File: config.mk
export PLATFORM = sky130hd
export DESIGN_NAME = start_window_ctrl
export DESIGN_NICKNAME = d
export VERILOG_FILES = /design/src/rtl/start_window_ctrl.sv
export SDC_FILE = /design/constraint.sdc
export NUM_CORES = 1
export LEC_CHECK = 0
export ABC_AREA = 1
export CAP_MARGIN = 20
export CORE_UTILIZATION = 48
export DETAILED_ROUTE_END_ITERATION = 7
export GPL_ROUTABILITY_DRIVEN = 0
export PLACE_DENSITY = 0.75
export SYNTH_ARGS = -nofsm -noshare
export SYNTH_HDL_FRONTEND = slang
export SYNTH_SLANG_ARGS = --single-unit
File: constraint.sdc
create_clock -name clk -period 1.66 [get_ports clk]
set_clock_uncertainty 0.2 [all_clocks]
set_input_delay 0.332 -clock clk [delete_from_list [all_inputs] [get_ports clk]]
set_output_delay 0.332 -clock clk [all_outputs]
set_load 0.02 [all_outputs]
File: src/rtl/start_window_ctrl.sv
// Start-deadline watchdog: arm opens a WINDOW-edge sampling window on start and
// reports pass/fail/abort, first-hit latency and a saturating hit count.
module start_window_ctrl #(
  parameter int unsigned WINDOW     = 20,
  parameter int unsigned CNT_W      = 8,
  parameter int unsigned HIT_W      = 8,
  parameter int unsigned EARLY_EXIT = 1
) (
  input  logic             clk,
  input  logic             rst_n,
  input  logic             arm,
  input  logic             abort,
  input  logic             start,
  output logic             busy,
  output logic             pass,
  output logic             fail,
  output logic [1:0]       status,
  output logic [CNT_W-1:0] latency,
  output logic [HIT_W-1:0] hit_count
);

  typedef enum logic [1:0] {IDLE, ARMED, DONE} state_t;

  localparam logic [CNT_W-1:0] WIN_LAST = CNT_W'(WINDOW);
  localparam logic [HIT_W-1:0] HIT_MAX  = '1;
  localparam logic [1:0] ST_NONE  = 2'b00;
  localparam logic [1:0] ST_PASS  = 2'b01;
  localparam logic [1:0] ST_FAIL  = 2'b10;
  localparam logic [1:0] ST_ABORT = 2'b11;

  state_t           state;
  logic [CNT_W-1:0] cnt;
  logic [CNT_W-1:0] edge_idx;
  logic [HIT_W-1:0] hits_inc;
  logic             early_exit_en;

  // Edge index of the current sample and the saturated hit increment.
  assign edge_idx      = cnt + CNT_W'(1);
  assign hits_inc      = (hit_count == HIT_MAX) ? hit_count : hit_count + HIT_W'(1);
  assign early_exit_en = (EARLY_EXIT != 0);

  always_ff @(posedge clk or negedge rst_n) begin
    if (!rst_n) begin
      state     <= IDLE;
      cnt       <= '0;
      busy      <= 1'b0;
      pass      <= 1'b0;
      fail      <= 1'b0;
      status    <= ST_NONE;
      latency   <= '0;
      hit_count <= '0;
    end else begin
      pass <= 1'b0;
      fail <= 1'b0;
      case (state)
        ARMED: begin
          if (abort) begin
            state  <= IDLE;
            busy   <= 1'b0;
            status <= ST_ABORT;
          end else if (arm) begin
            // Restart: the old window is dropped without a verdict.
            cnt       <= '0;
            latency   <= '0;
            hit_count <= '0;
            status    <= ST_NONE;
          end else begin
            cnt <= edge_idx;
            if (start) begin
              hit_count <= hits_inc;
              if (hit_count == '0) latency <= edge_idx;
            end
            if (start && early_exit_en) begin
              state  <= DONE;
              busy   <= 1'b0;
              pass   <= 1'b1;
              status <= ST_PASS;
            end else if (edge_idx == WIN_LAST) begin
              state <= DONE;
              busy  <= 1'b0;
              if (start || hit_count != '0) begin
                pass   <= 1'b1;
                status <= ST_PASS;
              end else begin
                fail    <= 1'b1;
                status  <= ST_FAIL;
                latency <= '0;
              end
            end
          end
        end
        default: begin
          // IDLE and DONE: abort (alone or with arm) leaves everything as is.
          if (arm && !abort) begin
            state     <= ARMED;
            busy      <= 1'b1;
            cnt       <= '0;
            latency   <= '0;
            hit_count <= '0;
            status    <= ST_NONE;
          end
        end
      endcase
    end
  end

endmodule

==> results of run 1 <==
[repair_timing]
item                       4_1_cts  5_1_grt
setup buffers                    6        9
pin swaps                        6       15
cloned                           1        0
gates resized for setup         46       72
setup endpoints to repair       42       41
[worst max-delay path, stage by stage, from the launching register on]
cell	delay, ns
dfrtp_1	0.44
inv_1	0.10
nand2_1	0.12
nor3_4	0.24
nand2_2	0.10
nor2_4	0.13
nand3_4	0.15
o211ai_1	0.12
o21ai_1	0.09
[metrics by stage]
step	worst slack, ns	TNS, ns	hold slack [ns]	instance area, um^2	power [mW]
after floorplan	-0.0887	-0.694	-0.164	1760	1.54
after global placement	-0.166	-3.55	0.279	2300	1.99
after detailed placement	-0.194	-4.39	0.280	2300	2.00
after CTS	-0.106	-1.07	0.149	2450	2.48
after global routing	-0.277	-3.50	0.138	2700	2.95
final	-0.149	-1.62	0.135	2700	2.78
[where the power goes]
part	total [mW]	switching (mW)	internal [mW]
logic	1.33	0.786	0.540
clock network	0.486	0.281	0.205
registers	0.971	0.116	0.855
total	2.78	1.18	1.60
[flip-flops by register name, indices dropped and copies added (netlist names)]
register / flops
fail: 1
cnt: 8
pass: 1
status: 2
state: 2
latency: 8
hit_count: 8
[cell usage in the layout (no fill, tap or decap), types with 6 or more instances in the layout]
cell and instances:
nand2_1 47, buf_4 44, dfrtp_1 23, inv_1 21
nand3_2 11, nor2_1 11, nand2_2 10, nor2_4 9
inv_2 8, o21ai_0 7, dfrtp_2 7, clkbuf_2 7
dlygate4sd2_1 7, o21ai_2 6, a21oi_2 6
[final timing paths]
path	startpoint	depth (start not counted)	to	slack [ns]
setup / recovery	hit_count[4]$_DFFE_PN0P_	8	latency[7]$_DFFE_PN0P_	-0.15
hold / removal	rst_n	2	cnt[6]$_DFFE_PN0P_	0.13
setup reg to reg	hit_count[4]$_DFFE_PN0P_	8	latency[7]$_DFFE_PN0P_	-0.15
hold reg to reg	status[0]$_DFFE_PN0P_	2	status[0]$_DFFE_PN0P_	0.32
max in group asynchronous	rst_n	2	state[0]$_DFFE_PN0P_	0.94
min in group clk	status[0]$_DFFE_PN0P_	2	status[0]$_DFFE_PN0P_	0.32
[logic make-up (layout without fill, tap and decap cells)]
kind of cell | Yosys count | after routing | share of synthesized area (%)
compound gates | 36 | 36 | 12.8
buf+inv | 33 | 111 | 7.89
xor+xnor | 3 | 3 | 1.53
simple gates | 111 | 112 | 31.8
flops | 30 | 30 | 43.8
fa+ha+maj | 3 | 3 | 2.19
[layer usage]
metal	share of wire (%)	global-route usage [%]	wire length [um]
met5	0	0	0
met4	4.3	9.21	228
met3	5.5	7.04	292
met2	51	44.2	2710
met1	39	32.6	2040
[layout make-up]
cell class	count	share of cell area (%)
multi-input cells	154	41.8
flip-flops and latches	30	28.1
repair buffers	72	21.1
inverters	31	4.68
well taps	46	2.13
clock buffers	7	2.04
clock inverters	1	0.185
==> impl_metrics.json, run 1 <==
{
  "syn_area_per_cell_um2": 7.93,
  "ys_top_cells_by_area": "dfrtp_1 44%, nand2_1 11%, inv_1 6.4%",
  "clock_sinks": 30,
  "cts.clk_slew.worst_paths_ns": 0.11,
  "stdcell_count": 341,
  "area_growth_pct": 57.8,
  "grt_usage_pct": 26.2,
  "hpwl_um": 2920,
  "hold_viol_final": 0,
  "vias": 1853,
  "final_util_pct": 79.7,
  "multi_input_area_um2": 1130,
  "worst_slack_ns": -0.149,
  "synth_edf_count": 0,
  "dr.pass1.iters": 4,
  "synth_top_area_share_pct": 43.8,
  "die_h_um": 61.7,
  "tritoncts": "yes",
  "final-max-slew-violation-count": 0,
  "worst_pin_slew_ns": 0.310,
  "drc": 0,
  "ant_nets": 0,
  "synthFlopType": "dfrtp_1",
  "post_drt_wl_per_cell_um": 15.5,
  "ir_worst_vdd_v": 0.000767,
  "crit_required_ns": 1.70,
  "p_leak_nw": 1.28,
  "io_pins": 26,
  "ys_ff_latch": 30,
  "grt_pass1_vias": 1539,
  "crit_type": "flop to flop",
  "grt_max_degree": 31,
  "synth_most_common_cell": "nand2_1",
  "max-slew-margin-rel_pct": 79.2,
  "fin_nets": 302,
  "dp.cells": 317,
  "antenna_found_initial": 0,
  "violations": "negative setup slack",
  "nFillCells": 215,
  "rows": 21,
  "cp.arrival_ns": 1.85,
  "ys_seq_area_share_pct": 43.8,
  "async_reset_ff_share_pct": 100,
  "grt_overflow_total": 0,
  "fmax_ghz": 0.553,
  "grt_pass1_wl_um": 7020,
  "seqCellArea_um2": 759,
  "cts_max_level": 2,
  "finalCritPeriodShare_pct": 109,
  "cts_root_buffer": "clkbuf_4",
  "drt_iter0_drc": 113,
  "core_um2": 3390,
  "ys_warn_count": 0,
  "outcome": "finished, violations left",
  "hold_path.class": "input port to async pin",
  "clkLatencyLatePin_ns": 0.36,
  "synth_cells": 216,
  "antenna_cells": 0,
  "end_kind": "flop",
  "io_buffers": 25,
  "power_density_nw_per_um2": 1030,
  "crit_path_max_fanout": 8,
  "die_w_um": 61.7,
  "synth_area_um2": 1710,
  "start_util_pct": 50.5,
  "netlist_top_cells_count": "52 x nand2_1, 30 x dfrtp_1, 29 x inv_1, 16 x nand3_1, 16 x nor2_1",
  "cts_buffers": 5,
  "synth_cell_types": 26,
  "die-area_um2": 3810,
  "drive_above_1_share_pct": 49.5,
  "setup_violations": 18,
  "rsz0062_at_grt": "yes",
  "yosysTopAreaCell": "dfrtp_1",
  "syn_nets": 224,
  "wirelength_um": 5270,
  "cts_hold_buf": 0,
  "max_cap_viol_count": 0,
  "viasPerCell": 5.43,
  "cp-start-kind": "flop",
  "cts_buffer_depth": 2,
  "fin_crit_ns": 1.81
}
No activity file was read; power rests on OpenSTA's default activity.
==> inputs of run 2 (changes only) <==
SLEW_MARGIN = 0   (was default)
==> results of run 2 <==
Same layout as run 1: the final DEF is identical, and so are final timing and power.
